**config.mk**
```make
export PLATFORM = sky130hd
export DESIGN_NAME = serial_subtractor
export DESIGN_NICKNAME = d
export VERILOG_FILES = /design/src/rtl/arith_pkg.sv /design/src/rtl/full_adder.sv /design/src/rtl/serial_subtractor.sv
export SDC_FILE = /design/constraint.sdc
export NUM_CORES = 1
export LEC_CHECK = 0
export ABC_CLOCK_PERIOD_IN_PS = 3000
export CORE_MARGIN = 1
export CORE_UTILIZATION = 54
export DETAILED_ROUTE_END_ITERATION = 6
export PLACE_DENSITY = 0.82
export SYNTH_ARGS = -nofsm -noshare
export SYNTH_HDL_FRONTEND = slang
export SYNTH_SLANG_ARGS = --single-unit
```
**constraint.sdc**
```tcl
create_clock -name clk -period 3 [get_ports clk]
set_input_delay 0.6 -clock clk [delete_from_list [all_inputs] [get_ports clk]]
set_output_delay 0.6 -clock clk [all_outputs]
set_load 0.02 [all_outputs]
```
**src/rtl/arith_pkg.sv**
```systemverilog
// -----------------------------------------------------------------------------
// arith_pkg
//   Shared definitions for the arithmetic datapath blocks.
//
//   Contents
//     ARITH_WIDTH    default operand/result width for the datapath
//     state_t        control state encoding of the bit-serial subtractor
//     sub_overflow   signed-overflow rule for a two's-complement subtraction
// -----------------------------------------------------------------------------
package arith_pkg;

    // Default operand width used by the datapath blocks.
    localparam int ARITH_WIDTH = 4;

    // Control states of the bit-serial subtractor. The encoding 2'd3 is
    // unused; the FSM returns to ST_IDLE if it ever lands there.
    typedef enum logic [1:0] {
        ST_IDLE = 2'd0,
        ST_RUN  = 2'd1,
        ST_DONE = 2'd2
    } state_t;

    // Signed overflow of a - b. It can only happen when the operands have
    // different signs, and shows up as a result whose sign differs from the
    // minuend's sign.
    function automatic logic sub_overflow(
        input logic a_msb,
        input logic b_msb,
        input logic diff_msb
    );
        return (a_msb != b_msb) && (diff_msb != a_msb);
    endfunction

endpackage : arith_pkg

```
**src/rtl/full_adder.sv**
```systemverilog
// -----------------------------------------------------------------------------
// full_adder
//   One-bit full adder, shared with the parallel adder in the datapath.
//
//   Ports
//     a, b   in   1   addend bits
//     cin    in   1   carry in
//     sum    out  1   a ^ b ^ cin
//     cout   out  1   carry out
// -----------------------------------------------------------------------------
module full_adder (
    input  logic a,
    input  logic b,
    input  logic cin,
    output logic sum,
    output logic cout
);

    logic half_sum;

    assign half_sum = a ^ b;
    assign sum      = half_sum ^ cin;
    assign cout     = (a & b) | (cin & half_sum);

endmodule : full_adder

```
**src/rtl/serial_subtractor.sv**
```systemverilog
// -----------------------------------------------------------------------------
// serial_subtractor
//   Bit-serial two's-complement subtractor: diff = a - b, one bit per clock,
//   LSB first. The subtraction is done as a + ~b + 1 with a single full adder;
//   the +1 comes from presetting the carry to 1 at launch.
//
//   A controller launches an operation with start while ready=1. The operands
//   are latched on that edge, WIDTH RUN cycles follow, and then valid pulses
//   for one cycle with the final diff/ovf. diff and ovf are held until the
//   next result replaces them. Holding start high relaunches straight from
//   DONE, giving one result every WIDTH+1 cycles.
//
//   Parameters
//     WIDTH   operand/result width, two's complement, WIDTH >= 2
//
//   Ports
//     clk     in   1      clock, rising edge
//     rst     in   1      synchronous, active-high reset
//     start   in   1      launch request, accepted only while ready=1
//     a       in   WIDTH  minuend, sampled on the accepted-start edge
//     b       in   WIDTH  subtrahend, sampled on the accepted-start edge
//     ready   out  1      1 in IDLE and DONE, 0 in RUN
//     valid   out  1      one-cycle pulse, diff/ovf are final
//     diff    out  WIDTH  a - b modulo 2^WIDTH
//     ovf     out  1      signed overflow of a - b
// -----------------------------------------------------------------------------
module serial_subtractor
    import arith_pkg::*;
#(
    parameter int WIDTH = ARITH_WIDTH
) (
    input  logic             clk,
    input  logic             rst,
    input  logic             start,
    input  logic [WIDTH-1:0] a,
    input  logic [WIDTH-1:0] b,
    output logic             ready,
    output logic             valid,
    output logic [WIDTH-1:0] diff,
    output logic             ovf
);

    localparam int                CNT_W    = $clog2(WIDTH);
    localparam logic [CNT_W-1:0]  LAST_BIT = CNT_W'(WIDTH - 1);

    // -------------------------------------------------------------------------
    // Declarations
    // -------------------------------------------------------------------------
    state_t             state;
    state_t             state_next;

    logic [WIDTH-1:0]   sa;          // minuend, shifted right each RUN cycle
    logic [WIDTH-1:0]   sb;          // inverted subtrahend, shifted likewise
    logic               carry;       // ripple carry between successive bits
    logic [CNT_W-1:0]   bitcnt;      // index of the bit being produced
    logic               a_msb;       // operand signs, kept for the overflow
    logic               b_msb;       // check after the shifters lose them

    // Partial result: the low WIDTH-1 bits, filled MSB-first so that the bit
    // produced in the last RUN cycle completes the word on its own.
    logic [WIDTH-2:0]   acc;

    logic               fa_sum;
    logic               fa_cout;
    logic               launch;
    logic               last_bit;
    logic [WIDTH-1:0]   result_full;

    // -------------------------------------------------------------------------
    // Bit slice
    // -------------------------------------------------------------------------
    full_adder u_full_adder (
        .a    (sa[0]),
        .b    (sb[0]),
        .cin  (carry),
        .sum  (fa_sum),
        .cout (fa_cout)
    );

    // A start is accepted in IDLE and DONE alike; DONE relaunches back-to-back.
    assign launch      = ready & start;
    assign last_bit    = (state == ST_RUN) && (bitcnt == LAST_BIT);
    assign result_full = {fa_sum, acc};

    // -------------------------------------------------------------------------
    // FSM: state register
    // -------------------------------------------------------------------------
    // NOTE: sequential state uses non-blocking assignments so every flop
    // samples the pre-edge value of every other flop, regardless of the order
    // in which the always blocks are evaluated.
    always_ff @(posedge clk) begin
        if (rst) begin
            state <= ST_IDLE;
        end else begin
            state <= state_next;
        end
    end

    // -------------------------------------------------------------------------
    // FSM: next-state logic
    // -------------------------------------------------------------------------
    // NOTE: the default assignment at the top of a combinational block gives
    // every path a value, so no latch is inferred.
    always_comb begin
        state_next = ST_IDLE;
        case (state)
            ST_IDLE: state_next = start ? ST_RUN : ST_IDLE;
            ST_RUN:  state_next = (bitcnt == LAST_BIT) ? ST_DONE : ST_RUN;
            ST_DONE: state_next = start ? ST_RUN : ST_IDLE;
            default: state_next = ST_IDLE;
        endcase
    end

    // -------------------------------------------------------------------------
    // FSM: outputs, decoded from the state register only
    // -------------------------------------------------------------------------
    always_comb begin
        ready = 1'b0;
        valid = 1'b0;
        case (state)
            ST_IDLE: ready = 1'b1;
            ST_DONE: begin
                ready = 1'b1;
                valid = 1'b1;
            end
            default: begin
                ready = 1'b0;
                valid = 1'b0;
            end
        endcase
    end

    // -------------------------------------------------------------------------
    // Datapath
    // -------------------------------------------------------------------------
    // NOTE: every datapath register, including the result, is cleared by
    // reset; a reset mid-operation must leave diff/ovf at zero, not at a stale
    // value from the aborted run.
    always_ff @(posedge clk) begin
        if (rst) begin
            sa     <= '0;
            sb     <= '0;
            carry  <= 1'b0;
            bitcnt <= '0;
            a_msb  <= 1'b0;
            b_msb  <= 1'b0;
            acc    <= '0;
            diff   <= '0;
            ovf    <= 1'b0;
        end else if (launch) begin
            // a - b = a + ~b + 1: invert b here, inject the +1 as carry-in.
            sa     <= a;
            sb     <= ~b;
            carry  <= 1'b1;
            bitcnt <= '0;
            a_msb  <= a[WIDTH-1];
            b_msb  <= b[WIDTH-1];
            acc    <= '0;
        end else if (state == ST_RUN) begin
            sa     <= sa >> 1;
            sb     <= sb >> 1;
            carry  <= fa_cout;
            bitcnt <= bitcnt + CNT_W'(1);
            acc    <= result_full[WIDTH-1:1];
            if (last_bit) begin
                // Result and flag are published together on entry to DONE.
                diff <= result_full;
                ovf  <= sub_overflow(a_msb, b_msb, fa_sum);
            end
        end
    end

endmodule : serial_subtractor

```
==> results.txt <==
Port buffering added 17 buffers. STA puts the critical path data arrival time at 1.49 ns. For this run, the number of Yosys warnings is 0. The run gives 0 as the final hold violation count. The detailed router placed 776 vias in this run. On the final layout, the worst clock skew is 0.0136 ns. The logs give 477 MHz for the fmax and 1930 um for the routed wire length. Hold repair after CTS inserted 0 buffers. The dominant delay contributor by cell family on the critical path was buffers and inverters. Traced cell by cell, the critical path runs through and2b_2 -> clkdlybuf4s50_1. The final core utilization came out at 67.2%. TritonCTS built the clock tree. Most common flop cell mapped by yosys: dfxtp_1. The buffer type at the clock tree root was clkbuf_4. The wire length of the first global-routing pass is 3110 um, and the proportion of register bits with asynchronous set or reset after synthesis is 0%. The number of distinct standard cells referenced by the synthesized netlist was 33. From bottom edge to top edge, the die measures 45.4 um. The number of flops mapped to enable cells by yosys is 0, and the core area is 1750 sq um.

The clock input transition at the sequential cells of the worst setup and hold paths came out at 0.14 ns. Before CTS, the worst setup slack after placement is 0.955 ns. Summed over all cells, the static leakage comes to 0.000425 uW. In this run the core area contains 15 standard-cell rows. Violation count after the first detailed-route iteration: 14.

The buffering stage count on the worst path with inverters included works out to 1. The tools report the H-tree depth as 1. Summed over all layers, the global routing overflow is 0.

Relative to the synthesized area, the layout overhead comes to 15.5%. The logs give 1170 sq um for the final design instance area without fill and 45.4% for the sequential cell area fraction in the yosys report. After layout, the minimum clock period comes to 2.09 ns. For the area of combinational cells with multiple inputs, the log shows 472 sq um. The run gives 0 as the number of antenna violations at the first check in global routing. The finished layout holds 147 standard cells, fillers aside.

Max-cap violations in this run came to 0. The tools report the count of boundary I/O pins as 18. Cell type of the slowest stage on the worst timing path: clkdlybuf4s50_1.

The logs give 3 for the number of buffers created by CTS and 0.32 ns for the clock latency on the worst-skew pair. For the number of resized instances in the post-cts repair step, the log shows 0. The setup path with the least slack is of type reg2out. Setup violations remaining at the end of the flow were counted as 0. Maximum single-stage delay on the critical path: 0.53 ns.

The required time of the worst setup path is 2.40 ns, and the starting density of the core is 58.1%. The ratio of routed vias to standard cells came out at 5.28. The tools report the residual DRC count as 0.

The cell count after synthesis was 107. The post-CTS setup repair buffer count was 0; the worst slew margin relative to its limit was 55.5%. The sort of element at the end of the critical path is a primary output. The first TritonRoute pass finished after 4 iterations.

The setup TNS is 0 ns, and the net count after synthesis is 120. In this run the cell area of the synthesized design comes to 1010 sq um. The die covers 2060 sq um. The maximum number of pins on one net before global-route repair was 17; the routed length per instance was 13.1 um. The via count of the first global-routing pass is 709, and the antenna diode instance count is 0. The layout cell share with drive strength beyond 1 was 13.1%.

The run finished with clean final reports. The worst setup path is launched from a flip-flop. In the finished design, the share of the clock period the worst path needs comes to 69.8%.

The library cells used most frequently in the layout, excluding fill and tap cells, are dfxtp_1, nand2_1, clkdlybuf4s50_1, a21oi_1, nor2_1. Leaving out fill and tap cells, the most frequent cell in the layout is dfxtp_1. Power per unit of standard cell area: 477 nW/um^2. Counting every sink on the clock net gives 23.

Setup repair after global routing left no endpoint under its margin. Once placement finished, the instance area stood at 1140 sq um. The actual slew at the worst max-slew pin came out at 0.668 ns.

Registers take 460 sq um. The count of nets left with antenna violations once routing finished came out at 0. The average instance area after synthesis came out at 9.48 sq um.

The maximum ir drop on the vdd rail was 0.000398 V; the final critical-path setup slack was 0.905 ns. The total count of max-transition violations in the final report came out at 0. The post-detailed-placement half-perimeter wirelength is 1380 um. Counting along the longest clock path gives a buffer depth of 2.

After synthesis the netlist holds a flip-flop and latch count of 23. The total global-route track usage was 21.7%. After the last flow step, the layout net total stands at 136.

The worst hold path belongs to the class reg2reg. The filler cells instantiated in the layout total 161. The congestion estimate from routability-driven global placement came to 0.733.

Of all nets on the critical path, the largest fanout is 7. The die boundary width was 45.4 um. The cell count after placement was 143.
-- kinds of logic (layout without fill, tap and decap cells) --
logic type / Yosys count / count (layout) / share of synthesized area [%]
buffers and inverters: 8 / 23 / 8.14
adder cells (fa/ha/maj): 2 / 2 / 3.21
AND/OR/NAND/NOR: 48 / 48 / 26.1
flip-flops: 23 / 23 / 45.4
XOR/XNOR: 1 / 1 / 0.863
AO/OA/AOI/OAI: 24 / 24 / 15.3
multiplexers: 1 / 1 / 0.986
-- metal layers --
layer	global-route usage [%]	wire length (um)	vias up
met1	28.8	904	362
met5	0	0	-
li1	-	-	398
met3	2.40	36	4
met2	35.1	945	12
met4	10.9	42	0
-- power breakdown --
part	switching (uW)	internal, uW
Clock	95.8	49.9
Combinational	44.5	37.7
Sequential	11.5	320
Total	152	408
-- state kept, by name, indices dropped and copies added (netlist names), 2 cells and up --
name    count
bitcnt      2
sb          4
sa          4
diff        4
acc         3
state       2
-- Yosys cell counts, types with 2 or more instances --
master / instances / share of area (%)
dfxtp_1: 23 / 45
nand2_1: 19 / 7.0
a21oi_1: 15 / 7.4
nor2_1: 5 / 1.8
nand2b_1: 4 / 2.5
nand3_1: 4 / 2.0
nand3_2: 4 / 3.9
a2bb2oi_1: 2 / 1.7
and2b_1: 2 / 1.5
buf_12: 2 / 3.9
buf_6: 2 / 2.2
nand2_2: 2 / 1.2
nor3_1: 2 / 0.99
nor3_2: 2 / 2.0
-- worst min-delay path, cell delays in order (launching register included) --
cell and delay [ns]:
dfxtp_1 0.34, nand2_1 0.05, a21oi_1 0.05
-- per-stage QoR --
step / hold slack [ns] / power, uW
2_1_floorplan: 0.437 / 406
3_3_place_gp: 0.442 / 417
3_5_place_dp: 0.451 / 420
4_1_cts: 0.469 / 560
5_1_grt: 0.491 / 582
6_report: 0.470 / 559
-- path summary, 6_finish.rpt --
| path | start | endpoint | slack, ns | cells after the start |
|---|---|---|---|---|
| setup / recovery | state[0] | valid | 0.91 | 2 |
| hold / removal | diff[2] | diff[2] | 0.47 | 2 |
| setup reg to reg | state[0] | bitcnt[1] | 1.49 | 3 |
| hold reg to reg | diff[2] | diff[2] | 0.47 | 2 |
-- final cells by class --
type,count,area share (%)
Clock inverter,1,0.427
Inverter,1,0.320
Sequential cell,23,39.3
Timing Repair Buffer,18,15.2
Clock buffer,3,1.92
Tap cell,25,2.67
Multi-Input combinational cell,76,40.2
Power figures use the tool's default switching activity.
